## src/rtl/wb_pkg.sv

```systemverilog
// wb_pkg: shared encodings for the MIPS write-back stage.
//   REG_DST_*  : destination-register select codes (wb_reg_dst)
//   REG_SRC_*  : write-data select codes (wb_reg_src)
//   REG_RA     : link register index used by JAL-class instructions
package wb_pkg;

  localparam logic [1:0] REG_DST_RT  = 2'b00;
  localparam logic [1:0] REG_DST_RD  = 2'b01;
  localparam logic [1:0] REG_DST_RA  = 2'b10;
  localparam logic [1:0] REG_DST_RSV = 2'b11;

  localparam logic [1:0] REG_SRC_ALU = 2'b00;
  localparam logic [1:0] REG_SRC_DM  = 2'b01;
  localparam logic [1:0] REG_SRC_PC4 = 2'b10;
  localparam logic [1:0] REG_SRC_RSV = 2'b11;

  localparam logic [4:0] REG_RA = 5'd31;

endpackage

```

## src/rtl/wb_regfile_if.sv

```systemverilog
// wb_regfile_if: bundles the MEM/WB pipeline inputs, the two ID-stage read
// ports, the EX forwarding tap and the retired-instruction count.
//   master : pipeline side (drives MEM/WB fields and read indices)
//   slave  : write-back stage / register file
interface wb_regfile_if;

  logic [31:0] wb_alu_result;
  logic [31:0] wb_dm_out;
  logic [1:0]  wb_reg_src;
  logic [4:0]  wb_rt;
  logic [4:0]  wb_rd;
  logic [1:0]  wb_reg_dst;
  logic        wb_reg_write;
  logic [31:0] wb_pc;

  logic [4:0]  rs_addr;
  logic [4:0]  rt_addr;
  logic [31:0] rs_data;
  logic [31:0] rt_data;

  logic        fwd_valid;
  logic [4:0]  fwd_reg;
  logic [31:0] fwd_data;

  logic [31:0] retired;

  modport master (
    output wb_alu_result, wb_dm_out, wb_reg_src, wb_rt, wb_rd,
           wb_reg_dst, wb_reg_write, wb_pc, rs_addr, rt_addr,
    input  rs_data, rt_data, fwd_valid, fwd_reg, fwd_data, retired
  );

  modport slave (
    input  wb_alu_result, wb_dm_out, wb_reg_src, wb_rt, wb_rd,
           wb_reg_dst, wb_reg_write, wb_pc, rs_addr, rt_addr,
    output rs_data, rt_data, fwd_valid, fwd_reg, fwd_data, retired
  );

endinterface

```

## src/rtl/wb_regfile_reg_array.sv

```systemverilog
// reg_array: storage for architectural registers $1..$31 (32 bits each).
//   clk, rst          : clock, synchronous active-high clear of all entries
//   we, waddr, wdata  : single write port, committed on rising edge
//   raddr_a/rdata_a   : asynchronous read port A ($0 reads 0)
//   raddr_b/rdata_b   : asynchronous read port B ($0 reads 0)
module reg_array (
  input  logic        clk,
  input  logic        rst,
  input  logic        we,
  input  logic [4:0]  waddr,
  input  logic [31:0] wdata,
  input  logic [4:0]  raddr_a,
  output logic [31:0] rdata_a,
  input  logic [4:0]  raddr_b,
  output logic [31:0] rdata_b
);

  // $0 is hardwired, so no storage is allocated for it.
  logic [31:0] mem [1:31];

  always_ff @(posedge clk) begin
    if (rst) begin
      for (int unsigned i = 1; i < 32; i++) begin
        mem[5'(i)] <= '0;
      end
    end else if (we && (waddr != 5'd0)) begin
      mem[waddr] <= wdata;
    end
  end

  always_comb begin
    rdata_a = '0;
    rdata_b = '0;
    if (raddr_a != 5'd0) rdata_a = mem[raddr_a];
    if (raddr_b != 5'd0) rdata_b = mem[raddr_b];
  end

endmodule

```

## src/rtl/wb_regfile.sv

```systemverilog
// wb_regfile: MIPS write-back stage plus 32x32 architectural register file.
//   clk  : clock, all state updates on rising edge
//   rst  : synchronous active-high reset (clears registers and counter)
//   bus  : wb_regfile_if.slave
//          MEM/WB inputs  wb_alu_result, wb_dm_out, wb_reg_src, wb_rt, wb_rd,
//                         wb_reg_dst, wb_reg_write, wb_pc (0 = bubble)
//          read ports     rs_addr/rs_data, rt_addr/rt_data (write-first bypass)
//          forward tap    fwd_valid, fwd_reg, fwd_data
//          retired        registered count of non-bubble instructions
module wb_regfile (
  input  logic         clk,
  input  logic         rst,
  wb_regfile_if.slave  bus
);

  import wb_pkg::*;

  logic [4:0]  dest;
  logic        dst_ok;
  logic [31:0] wr_data;
  logic        src_ok;
  logic        we;
  logic [31:0] arr_a;
  logic [31:0] arr_b;
  logic [31:0] retired_q;

  always_comb begin
    dest   = '0;
    dst_ok = 1'b1;
    case (bus.wb_reg_dst)
      REG_DST_RT: dest = bus.wb_rt;
      REG_DST_RD: dest = bus.wb_rd;
      REG_DST_RA: dest = REG_RA;
      default:    dst_ok = 1'b0;
    endcase
  end

  always_comb begin
    wr_data = '0;
    src_ok  = 1'b1;
    case (bus.wb_reg_src)
      REG_SRC_ALU: wr_data = bus.wb_alu_result;
      REG_SRC_DM:  wr_data = bus.wb_dm_out;
      REG_SRC_PC4: wr_data = bus.wb_pc + 32'd4;
      default:     src_ok = 1'b0;
    endcase
  end

  // Gating with rst here also disables bypass and forwarding during reset.
  assign we = bus.wb_reg_write & dst_ok & src_ok & (dest != 5'd0) & ~rst;

  reg_array u_regs (
    .clk     (clk),
    .rst     (rst),
    .we      (we),
    .waddr   (dest),
    .wdata   (wr_data),
    .raddr_a (bus.rs_addr),
    .rdata_a (arr_a),
    .raddr_b (bus.rt_addr),
    .rdata_b (arr_b)
  );

  // Reads are forced to 0 under reset so the first reset cycle, before the
  // array has been cleared, already presents a clean register file.
  always_comb begin
    bus.rs_data = '0;
    bus.rt_data = '0;
    if (!rst) begin
      if (bus.rs_addr == 5'd0)                bus.rs_data = '0;
      else if (we && (bus.rs_addr == dest))   bus.rs_data = wr_data;
      else                                    bus.rs_data = arr_a;

      if (bus.rt_addr == 5'd0)                bus.rt_data = '0;
      else if (we && (bus.rt_addr == dest))   bus.rt_data = wr_data;
      else                                    bus.rt_data = arr_b;
    end
  end

  assign bus.fwd_valid = we;
  assign bus.fwd_reg   = we ? dest    : '0;
  assign bus.fwd_data  = we ? wr_data : '0;

  always_ff @(posedge clk) begin
    if (rst) begin
      retired_q <= '0;
    end else if (bus.wb_pc != 32'd0) begin
      retired_q <= retired_q + 32'd1;
    end
  end

  assign bus.retired = retired_q;

endmodule

```

## src/flat_wrapper.sv

```systemverilog
// flat-port wrapper written by rule: the top's interface ports become plain ports
module wb_regfile_flat import wb_pkg::*;
  (clk, rst, bus_wb_alu_result, bus_wb_dm_out, bus_wb_reg_src, bus_wb_rt, bus_wb_rd, bus_wb_reg_dst, bus_wb_reg_write, bus_wb_pc, bus_rs_addr, bus_rt_addr, bus_rs_data, bus_rt_data, bus_fwd_valid, bus_fwd_reg, bus_fwd_data, bus_retired);
  wb_regfile_if bus_i ();
  input  logic clk;
  input  logic rst;
  input wire logic [$bits(bus_i.wb_alu_result)-1:0] bus_wb_alu_result;
  input wire logic [$bits(bus_i.wb_dm_out)-1:0] bus_wb_dm_out;
  input wire logic [$bits(bus_i.wb_reg_src)-1:0] bus_wb_reg_src;
  input wire logic [$bits(bus_i.wb_rt)-1:0] bus_wb_rt;
  input wire logic [$bits(bus_i.wb_rd)-1:0] bus_wb_rd;
  input wire logic [$bits(bus_i.wb_reg_dst)-1:0] bus_wb_reg_dst;
  input wire logic [$bits(bus_i.wb_reg_write)-1:0] bus_wb_reg_write;
  input wire logic [$bits(bus_i.wb_pc)-1:0] bus_wb_pc;
  input wire logic [$bits(bus_i.rs_addr)-1:0] bus_rs_addr;
  input wire logic [$bits(bus_i.rt_addr)-1:0] bus_rt_addr;
  output wire logic [$bits(bus_i.rs_data)-1:0] bus_rs_data;
  output wire logic [$bits(bus_i.rt_data)-1:0] bus_rt_data;
  output wire logic [$bits(bus_i.fwd_valid)-1:0] bus_fwd_valid;
  output wire logic [$bits(bus_i.fwd_reg)-1:0] bus_fwd_reg;
  output wire logic [$bits(bus_i.fwd_data)-1:0] bus_fwd_data;
  output wire logic [$bits(bus_i.retired)-1:0] bus_retired;
  assign bus_i.wb_alu_result = bus_wb_alu_result;
  assign bus_i.wb_dm_out = bus_wb_dm_out;
  assign bus_i.wb_reg_src = bus_wb_reg_src;
  assign bus_i.wb_rt = bus_wb_rt;
  assign bus_i.wb_rd = bus_wb_rd;
  assign bus_i.wb_reg_dst = bus_wb_reg_dst;
  assign bus_i.wb_reg_write = bus_wb_reg_write;
  assign bus_i.wb_pc = bus_wb_pc;
  assign bus_i.rs_addr = bus_rs_addr;
  assign bus_i.rt_addr = bus_rt_addr;
  assign bus_rs_data = bus_i.rs_data;
  assign bus_rt_data = bus_i.rt_data;
  assign bus_fwd_valid = bus_i.fwd_valid;
  assign bus_fwd_reg = bus_i.fwd_reg;
  assign bus_fwd_data = bus_i.fwd_data;
  assign bus_retired = bus_i.retired;
  wb_regfile u_core (.clk(clk), .rst(rst), .bus(bus_i));
endmodule
```

## config.mk

```make
export PLATFORM = sky130hd
export DESIGN_NAME = wb_regfile_flat
export DESIGN_NICKNAME = d
export VERILOG_FILES = /design/src/rtl/wb_pkg.sv /design/src/rtl/wb_regfile_if.sv /design/src/rtl/wb_regfile_reg_array.sv /design/src/rtl/wb_regfile.sv /design/src/flat_wrapper.sv
export SDC_FILE = /design/constraint.sdc
export NUM_CORES = 2
export LEC_CHECK = 0
export ABC_AREA = 1
export CORE_MARGIN = 1
export CORE_UTILIZATION = 25
export DETAILED_ROUTE_END_ITERATION = 8
export PLACE_DENSITY = 0.49
export SLEW_MARGIN = 5
export SYNTH_ARGS = -nofsm -noshare
export SYNTH_HDL_FRONTEND = slang
export SYNTH_SLANG_ARGS = --single-unit
```

## constraint.sdc

```tcl
create_clock -name clk -period 3.7 [get_ports clk]
set_clock_uncertainty 0.05 [all_clocks]
set_input_delay 0.555 -clock clk [delete_from_list [all_inputs] [get_ports clk]]
set_output_delay 0.555 -clock clk [all_outputs]
set_load 0.02 [all_outputs]
```

Word-level counts from Yosys, hierarchy flattened. Memories as Yosys holds them, arrays and structs flattened. Cells that the tools add are included.

Reductions and logical operators: 14. Mux-type cells: 22. $add $sub $neg: 2. Eq/ne operators: 6. Bitwise logic cells: 5.

Operator list (count): two-way mux 32 bit (10); case mux 32 bit (3 select lines) (1); adder 32 x 1 -> 32 bit (second input constant) (1); adder 32 x 3 -> 32 bit (second input constant) (1); nonzero test 32 bit (1); OR reduction 32 bit (1); case mux 5 bit (3 select lines) (1); nonzero test 5 bit (3); == test 5 bit (2); logical NOT 5 bit (2); two-way mux 5 bit (2); two-way mux 1 bit (8); OR reduction 3 bit (2); AND 1 bit (4); == test 2 x 1 -> 1 bit (second input constant) (2); == test 2 bit (second input constant) (2); logical NOT 2 bit (2); logical AND 1 bit (3); NOT 1 bit (1).

Memories: 1. Input port bits: 123. Output and inout bits: 134. RAM bits: 992. Bits in registers: 32.

Memories: u_core.u_regs.mem (depth 31, bits a word 32, rd ports 2, clocked after Yosys merged registers in 0, wr ports 31, line wb_regfile_reg_array.sv:19) `logic [31:0] mem [1:31];`.

Logic depth before layout (Yosys ltp).
Word-level depth: 13. Mapped depth: 16.

Modules after synthesis. A second synthesis with hierarchy kept.

Cell total of the unflattened synthesis: 8404. Area, all modules: 62109.6 µm².

Modules (own cells, without submodules): reg_array (instances 1, cells each 7253, area each 56573.0 µm², seq. area each 30749.5 µm²); wb_regfile (instances 1, cells each 1151, area each 5536.6 µm², seq. area each 640.6 µm²).

Worst setup path after synthesis. No wires, ideal clock.

Path kind: input to register. Start: in rst. End: mem u_core.u_regs.mem[6][0] (enable). Required time: 3.261 ns. Path buffers: 2. Cell stages on the path: 10. Setup time: 0.389 ns. Slack: 0.597 ns. Data arrival time: 2.664 ns. Cells stage by stage: clkinv_1 -> nand4_1 -> o21bai_4 -> nor2_4 -> nand2_2 -> inv_2 -> nand2_1 -> buf_4 -> buf_4 -> nand2_1.

RTL lines: from (decl) (line flat_wrapper.sv:6) `input logic rst;`; to (decl) (line wb_regfile_reg_array.sv:19).

Worst setup path after layout.
Start: in bus_wb_pc[2]. End: out bus_rt_data[18].

Longest elaborated chain between the ends: 5.

Ends and longest elaborated chain: from (decl) (line flat_wrapper.sv:14) `input wire logic [$bits(bus_i.wb_pc)-1:0] bus_wb_pc;`; adder 32 x 3 -> 32 bit (line wb_regfile.sv:44) `REG_SRC_PC4: wr_data = bus.wb_pc + 32'd4;`; case mux 32 bit (3 select lines) (line wb_regfile.sv:41) `case (bus.wb_reg_src)`; two-way mux 32 bit (line wb_regfile.sv:75) `else if (we && (bus.rt_addr == dest)) bus.rt_data = wr_data;`; two-way mux 32 bit (line wb_regfile.sv:74) `if (bus.rt_addr == 5'd0) bus.rt_data = '0;`; two-way mux 32 bit (line wb_regfile.sv:69) `if (!rst) begin`; to (decl) (line flat_wrapper.sv:18) `output wire logic [$bits(bus_i.rt_data)-1:0] bus_rt_data;`.

Every way passes these cells.

==> impl_summary.log <==
[metrics] status: finished clean
[metrics] Final GP Congestion: ~0.94
[metrics] count of port buffers added during placement: 256
[metrics] placeable core region: 246600 µm²
[metrics] FMAX: about 0.28 GHz
[metrics] required time at the endpoint of the critical path: 3.09 ns
[metrics] Slew Limit Fails: 0
[metrics] Wirelength per Cell: 25.28 µm
[metrics] share of cells above drive strength 1: 12.54%
[metrics] Post-Syn Area: 62220 µm²
[metrics] Die Outline Area: around 250000 µm²
[metrics] number of enable flip-flop cells after synthesis: a little over 1000
[metrics] Inserted Clock Buffers: around 120
[metrics] Synth Warn #: 0
[metrics] Area contributors post-synth: sky130_fd_sc_hd__edfxtp_1, sky130_fd_sc_hd__nand2_1, sky130_fd_sc_hd__nand3_1
[metrics] unrepaired setup endpoints after global routing: yes
[metrics] count of final setup violators: 0
[metrics] clock latency of the later-clocked register in the worst-skew pair: 0.80 ns
[metrics] standard-cell row count: 182
[metrics] number of storage elements in the synthesis netlist: 1056
[metrics] Final Net Count: 8489
[metrics] FF/Latch Area: 31390 µm²
[metrics] nature of the critical path startpoint: primary input
[metrics] I/O pin cnt: approximately 260
[metrics] Yosys top cell area share: 49.42%
[metrics] vertical die dimension: 500.9 µm
[metrics] Place WS: -0.2610 ns
[metrics] cell family with the largest share of critical-path delay: buffers and inverters
[metrics] placed cell areas: 73600 µm²
[metrics] endpoints failing hold: 0
[metrics] initial antenna violation count: 18
[metrics] worst IR drop on VDD: 432.3 µV
[metrics] number of buffers between clock root and the deepest sink: 3
[metrics] share of synthesized flip-flops with an asynchronous set or reset: 0%
[metrics] clock tree root driver cell: sky130_fd_sc_hd__clkbuf_16
[metrics] Arrival @ worst endpoint: 3.02 ns
[metrics] global-route usage over all layers: a little under a quarter
[metrics] standard cell with the maximum stage delay on the critical path: sky130_fd_sc_hd__clkdlybuf4s50_1
[metrics] H-Tree Level Count: 3
[metrics] maximum number of pins on one net before global-route repair: 101
[metrics] vias after detailed routing: approximately 60000
[metrics] post-detailed-route DRC marker count: 0
[metrics] hold buffer count at cts: 0
[metrics] Via density: 5.123
[metrics] global-route wire length before repair: 419500 µm
[metrics] synthesized instance count: 7973
[metrics] Initial Utilization: 25.23%
[metrics] Placed Instances: ~12000
[metrics] post-layout worst setup margin: 0.07785 ns
[metrics] portion of the post-synthesis area used by sequential elements: 50.45%
[metrics] Largest stage delay, worst path: between 0.5 and 0.6 ns
[metrics] Post-Layout Cell Count: 11786
[metrics] Hold Crit Class: reg -> reg
[metrics] Tcrit/Tclk final: 97.90%
[metrics] Netlist cell types: 36
[metrics] overall routed net length: 297900 µm
[metrics] final-layout fill cell count: 25810
[metrics] TritonCTS sink count: 1056
[metrics] clock tree from TritonCTS: done
[metrics] area used by multi-input combinational logic: about 25000 µm²
[metrics] remaining global-route overflow: 0
[metrics] tightest slew margin relative to the limit: 45.21%
[metrics] detailed router's first-iteration violation count: approximately 7300
[metrics] Max-cap violations: 0
[metrics] cell-by-cell trace of the critical path: clkdlybuf4s50_1, ha_2, nand2_1, nor2_4, nand2_4, nor2_4, inv_1, buf_4, nand2_1, nand3_1, nand2_1, buf_12, o21ai_0, nor2_2, buf_4, buf_4
[metrics] Pwr per Cell Area: 410.7 nW/µm²
[metrics] Critical Path Fanout Max: 11
[metrics] die outline width: 500.9 µm
[metrics] most instantiated flip-flop cell in the synthesis netlist: sky130_fd_sc_hd__edfxtp_1
[metrics] register clock-pin slew on the reported worst setup and hold paths: 0.06 ns
[metrics] Crit Path Category: in -> out
[metrics] synthesized area per cell: 7.804 µm²
[metrics] Area Growth Syn to Fin: 24.70%
[metrics] number of global-route vias before repair: 57499
[metrics] total half-perimeter wirelength after legalization and detailed placement: 203300 µm
[metrics] endpoint type of the worst setup path: output pin
[metrics] time the final worst path needs with I/O delays and setup: 3.622 ns
[metrics] library cell occupying the most area in the post-synthesis netlist: sky130_fd_sc_hd__edfxtp_1
[metrics] transition time at the pin with the least slew margin: 0.8219 ns
[metrics] Pre-antenna DRT Iters: 6
[metrics] Crit path buffers/inverters: 6
[metrics] leakage power: between 30 and 40 nW
[metrics] final standard cell area without fillers: 77590 µm²
[metrics] number of nets with antenna violations after detailed routing: 0
==> metrics by stage <==
stage	power (mW)	TNS [ns]	hold WS (ns)	utilization [%]
finish	31.87	0	0.4483	31.46
global route	32.80	-0.1346	0.4636	31.45
CTS	31.89	0	0.4511	31.40
detailed placement	19.93	-3.848	0.4399	29.84
global placement	19.89	-3.634	0.4397	29.84
floorplan	16.93	0	0.4933	-
==> state kept, by name, indices dropped and copies added, names as in the netlist <==
name and flops:
u_core.bus.retired 32, u_core.u_regs.mem 1024
==> worst paths after layout <==
check / slack (ns) / cells after the start / startpoint / end
setup / recovery: 0.08 / 16 / bus_wb_pc[2] / bus_rt_data[18]
hold / removal: 0.45 / 2 / u_core.bus.retired[29]$_SDFFE_PP0P_ / u_core.bus.retired[29]$_SDFFE_PP0P_
setup reg to reg: 1.66 / 9 / u_core.bus.retired[0]$_SDFFE_PP0P_ / u_core.bus.retired[30]$_SDFFE_PP0P_
hold reg to reg: 0.45 / 2 / u_core.bus.retired[29]$_SDFFE_PP0P_ / u_core.bus.retired[29]$_SDFFE_PP0P_
==> worst reg2reg max path, delay by kind of cell (launching register included) <==
family	cells	cell delay, ns
xor+xnor	1	0.16
fa+ha+maj	1	0.26
buf+inv	1	0.11
flops	1	0.42
simple gates	5	0.85
compound gates	1	0.14
==> metal layers <==
layer  routed length, µm  global-route usage, %
met5                  91                      0
met4               17370                  12.72
met3               26200                  3.858
met2              140600                  38.72
met1              113700                  28.33
==> report_power, final <==
part | leakage, nW | switching, mW | internal [mW] | total [mW]
clock network | 1.86 | 5.33 | 6.74 | 12.1
logic | 20.1 | 3.99 | 1.82 | 5.81
registers | 9.99 | 0.248 | 13.7 | 14.0
==> logic make-up after synthesis <==
logic type,synth area share [%]
compound gates,10.88
other cells,0.006027
buf+inv,9.906
xor+xnor,0.2675
simple gates,28.43
flops,50.45
fa+ha+maj,0.06033
==> cells in the final DEF (no fill, tap or decap), types with 5 or more instances in the layout <==
| master | n |
|---|---|
| sky130_fd_sc_hd__nand3_1 | 1119 |
| sky130_fd_sc_hd__buf_12 | 203 |
| sky130_fd_sc_hd__conb_1 | 32 |
| sky130_fd_sc_hd__a22o_1 | 25 |
| sky130_fd_sc_hd__nand2_1 | 1652 |
| sky130_fd_sc_hd__o21ai_0 | 287 |
| sky130_fd_sc_hd__nor2_4 | 19 |
| sky130_fd_sc_hd__nand2_4 | 5 |
| sky130_fd_sc_hd__inv_2 | 20 |
| sky130_fd_sc_hd__clkdlybuf4s50_1 | 156 |
| sky130_fd_sc_hd__nand4_1 | 20 |
| sky130_fd_sc_hd__dfxtp_1 | 32 |
| sky130_fd_sc_hd__nand2_2 | 63 |
| sky130_fd_sc_hd__nor2_1 | 1310 |
| sky130_fd_sc_hd__buf_4 | 512 |
| sky130_fd_sc_hd__inv_1 | 857 |
| sky130_fd_sc_hd__dlygate4sd2_1 | 16 |
| sky130_fd_sc_hd__edfxtp_1 | 1024 |
| sky130_fd_sc_hd__xor2_1 | 16 |
| sky130_fd_sc_hd__o211ai_1 | 480 |
| sky130_fd_sc_hd__clkbuf_1 | 27 |
| sky130_fd_sc_hd__nor2_2 | 12 |
| sky130_fd_sc_hd__diode_2 | 10 |
| sky130_fd_sc_hd__clkinv_1 | 25 |
| sky130_fd_sc_hd__inv_6 | 8 |
| sky130_fd_sc_hd__bufinv_16 | 12 |
| sky130_fd_sc_hd__clkinvlp_4 | 8 |
| sky130_fd_sc_hd__a21oi_1 | 288 |
| sky130_fd_sc_hd__clkbuf_16 | 119 |
| sky130_fd_sc_hd__dlymetal6s2s_1 | 5 |
| sky130_fd_sc_hd__clkinv_2 | 28 |
| sky130_fd_sc_hd__nor3_1 | 20 |
| sky130_fd_sc_hd__or2_2 | 25 |
==> cell usage after synthesis, types with 32 or more instances <==
library cell	n
sky130_fd_sc_hd__nor2_1	1326
sky130_fd_sc_hd__buf_2	120
sky130_fd_sc_hd__nand2_1	1707
sky130_fd_sc_hd__dfxtp_1	32
sky130_fd_sc_hd__a21oi_1	292
sky130_fd_sc_hd__clkbuf_1	452
sky130_fd_sc_hd__nand3_1	1120
sky130_fd_sc_hd__inv_1	865
sky130_fd_sc_hd__o21ai_0	287
sky130_fd_sc_hd__o211ai_1	480
sky130_fd_sc_hd__buf_1	55
sky130_fd_sc_hd__edfxtp_1	1024
==> repair_timing <==
action	in CTS	in global routing
cloned	0	0
gates resized for setup	30	26
pin swaps	4	5
setup endpoints to repair	39	34
buffers inserted	0	5
==> final cells by class <==
cell class,count,share of cell area (%)
antenna,10,0.03225
clock buffer,146,3.968
clock inverter,74,0.9595
inverter,892,4.364
multi-input combinational,5394,32.27
sequential,1056,40.46
tap,3312,5.341
timing repair buffer,902,12.61
Power figures use the tool's default switching activity.
